## config.mk

```make
export PLATFORM = sky130hd
export DESIGN_NAME = clk_domain_gen
export DESIGN_NICKNAME = d
export VERILOG_FILES = /design/src/rtl/clk_domain_gen.sv
export SDC_FILE = /design/constraint.sdc
export NUM_CORES = 1
export LEC_CHECK = 0
export CAP_MARGIN = 10
export CORE_ASPECT_RATIO = 0.5
export CORE_MARGIN = 2
export CORE_UTILIZATION = 55
export CTS_CLUSTER_SIZE = 14
export DETAILED_ROUTE_END_ITERATION = 16
export PLACE_DENSITY_LB_ADDON = 0.08
export SLEW_MARGIN = 20
export SYNTH_ARGS = -nofsm -noshare
export SYNTH_HDL_FRONTEND = slang
export SYNTH_SLANG_ARGS = --single-unit
export TNS_END_PERCENT = 1
```

## constraint.sdc

```tcl
create_clock -name clock -period 5 [get_ports clock]
set_clock_uncertainty 0.15 [all_clocks]
set_input_delay 1 -clock clock [delete_from_list [all_inputs] [get_ports clock]]
set_output_delay 1 -clock clock [all_outputs]
set_load 0.03 [all_outputs]
```

## src/rtl/clk_domain_gen.sv

```systemverilog
// clk_domain_gen: NUM_CH run-time programmable, glitch-free clock dividers with stop and realign.
// Latency: every output except cfg_ready is a flop; a ratio change lands at the channel's next wrap.
// Backpressure: cfg_ready drops for a channel while its previous ratio change is still pending.
//
// Ports:
//   clock, reset          single rising-edge clock, synchronous active-high reset
//   ch_en[NUM_CH]         per-channel run enable (1 = run)
//   sync_restart          one-cycle pulse; realigns all channels
//   cfg_valid/cfg_ready   ratio-change handshake; cfg_ch selects channel, cfg_div the ratio
//   cfg_err               one-cycle pulse after an accepted but illegal request
//   cfg_pending[NUM_CH]   ratio change waiting for the channel's next wrap
//   clk_out[NUM_CH]       divided clocks
//   tick[NUM_CH]          pulse in the first high cycle of each clk_out period
module clk_domain_gen #(
    parameter int NUM_CH      = 4,
    parameter int CH_W        = 2,
    parameter int DIV_W       = 8,
    parameter int DEFAULT_DIV = 4
) (
    input  logic              clock,
    input  logic              reset,
    input  logic [NUM_CH-1:0] ch_en,
    input  logic              sync_restart,
    input  logic              cfg_valid,
    output logic              cfg_ready,
    input  logic [CH_W-1:0]   cfg_ch,
    input  logic [DIV_W-1:0]  cfg_div,
    output logic              cfg_err,
    output logic [NUM_CH-1:0] cfg_pending,
    output logic [NUM_CH-1:0] clk_out,
    output logic [NUM_CH-1:0] tick
);

    localparam logic [DIV_W-1:0] DEF_DIV = DIV_W'(DEFAULT_DIV);
    localparam logic [DIV_W-1:0] ONE     = DIV_W'(1);
    localparam logic [DIV_W-1:0] TWO     = DIV_W'(2);

    logic ch_ok;
    logic div_ok;
    logic cfg_acc;
    logic cfg_acc_ok;

    assign ch_ok      = int'(cfg_ch) < NUM_CH;
    assign div_ok     = cfg_div >= TWO;
    assign cfg_acc    = cfg_valid & cfg_ready;
    assign cfg_acc_ok = cfg_acc & ch_ok & div_ok;

    // Out-of-range channels are always ready so the illegal request can be
    // accepted and reported instead of stalling the requester forever.
    always_comb begin
        cfg_ready = 1'b1;
        for (int i = 0; i < NUM_CH; i++) begin
            if (int'(cfg_ch) == i) cfg_ready = ~cfg_pending[i];
        end
    end

    always_ff @(posedge clock) begin
        if (reset) cfg_err <= 1'b0;
        else       cfg_err <= cfg_acc & ~(ch_ok & div_ok);
    end

    for (genvar g = 0; g < NUM_CH; g++) begin : g_ch
        logic [DIV_W-1:0] cnt;
        logic [DIV_W-1:0] div_cur;
        logic [DIV_W-1:0] div_pend;
        logic [DIV_W-1:0] nxt_cnt;
        logic [DIV_W-1:0] nxt_div;
        logic             pend;
        logic             clk_q;
        logic             tick_q;
        logic             at_last;
        logic             apply;
        logic             run;
        logic             acc;

        // cnt == N-1 marks the last cycle of a period; the wrap (or a hold,
        // when stopped) happens on the edge that leaves it.
        assign at_last = (cnt == div_cur - ONE);
        // A pending ratio is only ever taken at a period boundary, which is
        // what keeps ratio changes glitch-free.
        assign apply   = pend & (sync_restart | at_last);
        assign nxt_div = apply ? div_pend : div_cur;
        // Not running: restart, or a stopped channel parked on its last cycle.
        // Both park cnt at N-1 so the next running edge wraps and rises.
        assign run     = ~sync_restart & ~(at_last & ~ch_en[g]);
        assign nxt_cnt = !run    ? nxt_div - ONE :
                         at_last ? '0            : cnt + ONE;
        assign acc     = cfg_acc_ok & (int'(cfg_ch) == g);

        always_ff @(posedge clock) begin
            if (reset) begin
                cnt      <= DEF_DIV - ONE;
                div_cur  <= DEF_DIV;
                div_pend <= DEF_DIV;
                pend     <= 1'b0;
                clk_q    <= 1'b0;
                tick_q   <= 1'b0;
            end else begin
                cnt     <= nxt_cnt;
                div_cur <= nxt_div;
                clk_q   <= run & (nxt_cnt < (nxt_div >> 1));
                tick_q  <= run & (nxt_cnt == '0);
                // acc needs pend == 0 and apply needs pend == 1, so they never
                // collide; an accept on a wrap or restart edge is therefore
                // held over to the following boundary.
                if (acc) begin
                    pend     <= 1'b1;
                    div_pend <= cfg_div;
                end else if (apply) begin
                    pend <= 1'b0;
                end
            end
        end

        assign cfg_pending[g] = pend;
        assign clk_out[g]     = clk_q;
        assign tick[g]        = tick_q;
    end

endmodule

```

==> flow_summary.rst <==
.. list-table::
   :header-rows: 1

   * - Metric
     - Value
   * - Simple-gate share of the synthesized area
     - 0.217
   * - Ys flop type
     - sky130_fd_sc_hd__dfxtp_1
   * - I/O pin count
     - 32
   * - Cell with the most instances after synthesis
     - sky130_fd_sc_hd__dfxtp_1
   * - Floorplan Core Area
     - 12600 um^2
   * - Number of filler instances in the final layout
     - 1125
   * - Family of cells with the greatest summed delay on the critical path
     - simple AND/OR/NAND/NOR gates
   * - Highest Signal Layer
     - met4
   * - Leading area contributor after synthesis
     - sky130_fd_sc_hd__dfxtp_1
   * - Clock insertion delay at the later pin of the skew report
     - 0.35 ns
   * - Total negative slack
     - 0 ns
   * - Number of synthesized flops with an enable pin
     - 0
   * - Total number of H-tree levels
     - 3
   * - Critical path, cell by cell
     - inv_1, ha_1, xor2_1, o211ai_1, nor4b_1, nand3_1, o21ai_2, buf_4, nor2_1, a21oi_1, ha_2, nor4bb_1, xnor2_1, a21oi_1, a21oi_1, inv_1, ha_1, and3_1, nand2_1, nand3_1, a31oi_1
   * - Violation count after the first detailed-route iteration
     - 489
   * - Data required time at the worst endpoint
     - 5.12 ns
   * - Crit-path max cell delay
     - 0.41 ns
   * - Die W
     - 164 um
   * - Final Hold Viols
     - 0
   * - Critical register-to-register path endpoint
     - g_ch[1].clk_q
   * - Reg area
     - 2180 um^2
   * - Measured slew at the worst slew-check pin
     - 0.841 ns
   * - Detailed-routing iteration count for the pre-antenna-repair pass
     - 5
   * - Cells after Synth
     - 836
   * - Clock-pin slew of the registers on the worst-case setup and hold paths
     - 0.07 ns
   * - Max Transition Viols Final
     - 0
   * - Cell chosen for the clock root
     - sky130_fd_sc_hd__clkbuf_16
   * - Total GRT Usage
     - 0.267
   * - WL/cell
     - 17.3 um
   * - Worst path buffer plus inverter count
     - 3
   * - Final HPWL from detailed placement
     - 13100 um
   * - Max FO, Critical Path
     - 14
   * - Number of global-route vias before repair
     - 5573
   * - Share of total power in the clock network
     - 0.322
   * - Reg2reg path depth
     - 21
   * - Psw
     - 0.674 mW
   * - Routed metal-1 wire length
     - 8780 um
   * - Max rail drop VDD
     - 0.167 mV
   * - Fraction of power consumed by sequential logic
     - 0.436
   * - Post-route DRC
     - 0
   * - Worst slew margin relative to its limit
     - 0.437
   * - Cell row count
     - 29
   * - Hold WC Path Type
     - flip-flop to flip-flop
   * - Final ANT Viol Nets
     - 0
   * - Largest family of logic cells by synthesized area
     - simple AND/OR/NAND/NOR gates
   * - Crit-path most repeated cell
     - sky130_fd_sc_hd__a21oi_1
   * - Floorplan die area
     - 13800 um^2
   * - Number of distinct library cells after synthesis
     - 75
   * - TritonCTS Buffers
     - 9
   * - First-pass GRT wire length
     - 28900 um
   * - Buffers on Ports
     - 31
   * - Vias
     - 5998
   * - #FFs+latches synth
     - 109
   * - Die boundary height
     - 84.0 um
   * - Arrival time at the worst endpoint
     - 4.78 ns
   * - Final std cell area, no fill
     - 7770 um^2
   * - Number of antenna violations at the first check in global routing
     - 0
   * - RSZ-0062 raised after global routing
     - false
   * - Adder and majority cell fraction of the synthesized area
     - 0.0628
   * - Cell at the slowest stage of the critical path
     - sky130_fd_sc_hd__nor4b_1
   * - Proportion of synthesized chip area in sequential cells
     - 0.310
   * - Placed instance area
     - 7420 um^2
   * - Net switching share of the total power
     - 0.307
   * - Type of the setup path with the least slack
     - flip-flop to flip-flop
   * - Highest attainable clock frequency
     - 215 MHz
   * - Net Count, Synth
     - 886
   * - Number of buffers inserted by hold repair at cts
     - 0
   * - Total standard cell area after synthesis
     - 7030 um^2
   * - Via-per-instance ratio
     - 5.87
   * - Post-synthesis share of cell area spent on xor and xnor gates
     - 0.111
   * - Async set-reset flop share out of synthesis
     - 0
   * - Max-capacitance violation count
     - 0
   * - Hold Crit Depth
     - 2
   * - Period utilization
     - 0.931
   * - Largest net degree at the start of global routing
     - 74
   * - Proportion of synthesized area in mux cells
     - 0.108
   * - Beginning of the worst hold path
     - g_ch[3].div_pend[7]
   * - Synth warn
     - 0
   * - Met2 wire len
     - 7670 um
   * - Outcome
     - complete, no violations
   * - End point of the most critical hold path
     - g_ch[3].div_pend[7]
   * - Leak
     - 3.20 nW
   * - Routability-driven placement congestion ratio
     - 0.910
   * - Areal power density over the cells
     - 282 nW/um^2
   * - Area Growth Syn to Fin
     - 10.5%
   * - Most used standard cells in the synthesized netlist
     - 109 x sky130_fd_sc_hd__dfxtp_1, 104 x sky130_fd_sc_hd__nor2_1, 69 x sky130_fd_sc_hd__mux2i_1, 60 x sky130_fd_sc_hd__nand2_1, 45 x sky130_fd_sc_hd__xnor2_1
   * - Launch instance of the worst register-to-register path
     - g_ch[1].div_cur[0]
   * - Largest cells by area after synthesis
     - sky130_fd_sc_hd__dfxtp_1 31%, sky130_fd_sc_hd__mux2i_1 9.8%, sky130_fd_sc_hd__ha_1 5.7%
   * - Internal power contribution
     - 1.52 mW
   * - Slack of the worst reg-to-reg path
     - 0.34 ns
   * - WL final
     - 17700 um
   * - Met3 Wirelength
     - 951 um
   * - Leftover overflow at the end of global routing
     - 0
   * - Clock sinks
     - 109
   * - Compound-cell area share of the yosys netlist
     - 0.143
   * - Average cell area after synthesis
     - 8.41 um^2
   * - CTS Buffer Depth
     - 2
   * - Footprint of the multi-input gates
     - 4540 um^2
   * - Hold slack
     - 0.376 ns
   * - Critical path endpoint category
     - flip-flop
   * - Final setup vio count
     - 0
   * - Part of the total power dissipated in combinational logic
     - 0.241
   * - Clock period minus worst slack
     - 4.66 ns
   * - Layout net count
     - 896
   * - Portion of synthesized cell area occupied by the leading cell type
     - 0.310
   * - Overall power of the completed layout
     - 2.19 mW
   * - Initial core utilization
     - 0.560
   * - Clock tree from TritonCTS
     - built
   * - Crit path launch type
     - flip-flop
   * - Share of final-layout standard cells stronger than drive strength 1
     - 0.0693
cells in the final DEF, fill, tap and decap left out, types with 8 or more instances in the layout:
master                            instances
sky130_fd_sc_hd__ha_1                    30
sky130_fd_sc_hd__xor2_1                  44
sky130_fd_sc_hd__nor2_1                 104
sky130_fd_sc_hd__a21o_1                   8
sky130_fd_sc_hd__a21oi_1                 33
sky130_fd_sc_hd__o21ai_0                 15
sky130_fd_sc_hd__and3_1                   9
sky130_fd_sc_hd__clkdlybuf4s50_1         30
sky130_fd_sc_hd__nor3_1                  25
sky130_fd_sc_hd__nand3_1                 26
sky130_fd_sc_hd__buf_4                   19
sky130_fd_sc_hd__dfxtp_1                109
sky130_fd_sc_hd__nand2b_1                 9
sky130_fd_sc_hd__o21a_1                   9
sky130_fd_sc_hd__inv_1                   25
sky130_fd_sc_hd__mux2i_1                 68
sky130_fd_sc_hd__and2_1                  20
sky130_fd_sc_hd__clkbuf_16                9
sky130_fd_sc_hd__nand2_1                 60
sky130_fd_sc_hd__nor4_1                  13
sky130_fd_sc_hd__xnor2_1                 45
registers in the layout, indices dropped and copies added, names as in the netlist:
signal	cells
cfg_err	1
g_ch.clk_q	4
g_ch.cnt	32
g_ch.div_cur	32
g_ch.div_pend	32
g_ch.pend	4
g_ch.tick_q	4
final cells by class:
class	count	share of cell area
Clock buffer	13	0.0348
Tap cell	170	0.0274
Antenna cell	1	0.000322
Timing Repair Buffer	50	0.0576
Sequential cell	109	0.281
Clock inverter	3	0.00242
Multi-Input combinational cell	651	0.585
Inverter	25	0.0121
kinds of logic (layout without fill, tap and decap cells):
group,after synthesis,count (layout)
xor gates and xnor gates,89,89
other,0,1
AOI/OAI and AO/OA,141,141
muxes,74,74
DFF,109,109
adders and majority gates,36,36
and+or+nand+nor,311,311
buffers and inverters,76,91
metrics by stage:
stage          instances  setup slack, ns   util
5_1_grt             1021           0.0120  0.619
4_1_cts             1017           0.0218  0.614
3_5_place_dp        1001           0.0781  0.591
6_report            1022            0.345  0.619
3_3_place_gp        1001            0.182  0.591
2_1_floorplan        836            0.528      -
how the worst max path moves through the flow:
stage | start | to | slack [ns] | depth (start not counted)
after floorplan | g_ch[2].div_cur[0] | g_ch[2].clk_q | 0.53 | 19
final | g_ch[1].div_cur[0] | g_ch[1].clk_q | 0.34 | 21
after CTS | g_ch[2].div_cur[0] | g_ch[2].clk_q | 0.02 | 17
after global routing | g_ch[1].div_cur[0] | g_ch[1].clk_q | 0.01 | 21
after detailed placement | g_ch[2].div_cur[0] | g_ch[2].clk_q | 0.08 | 17
after global placement | g_ch[2].div_cur[0] | g_ch[2].clk_q | 0.18 | 17
routing by layer:
metal	GRT usage	up-vias
met5	0	-
met4	0.0678	0
met3	0.0487	23
met2	0.410	159
met1	0.385	2861
li1	-	2955
worst min-delay path, cell delays in order, from the launching register on:
cell                      delay [ns]
sky130_fd_sc_hd__dfxtp_1        0.34
sky130_fd_sc_hd__mux2i_1        0.08
sky130_fd_sc_hd__nor2_1         0.07
what timing repair did:
item / 4_1_cts / 5_1_grt
endpoints found under the setup margin: 0 / 2
resized for setup: 0 / 5
buffers inserted: 0 / 4
power by group through the flow:
stage	registers (mW)	logic (mW)	clock network, mW
floorplan	0.953	0.398	0
global placement	0.975	0.514	0
detailed placement	0.976	0.518	0
CTS	0.955	0.522	0.718
global route	0.963	0.584	0.754
finish	0.957	0.529	0.706
No activity file was read; power rests on OpenSTA's default activity.
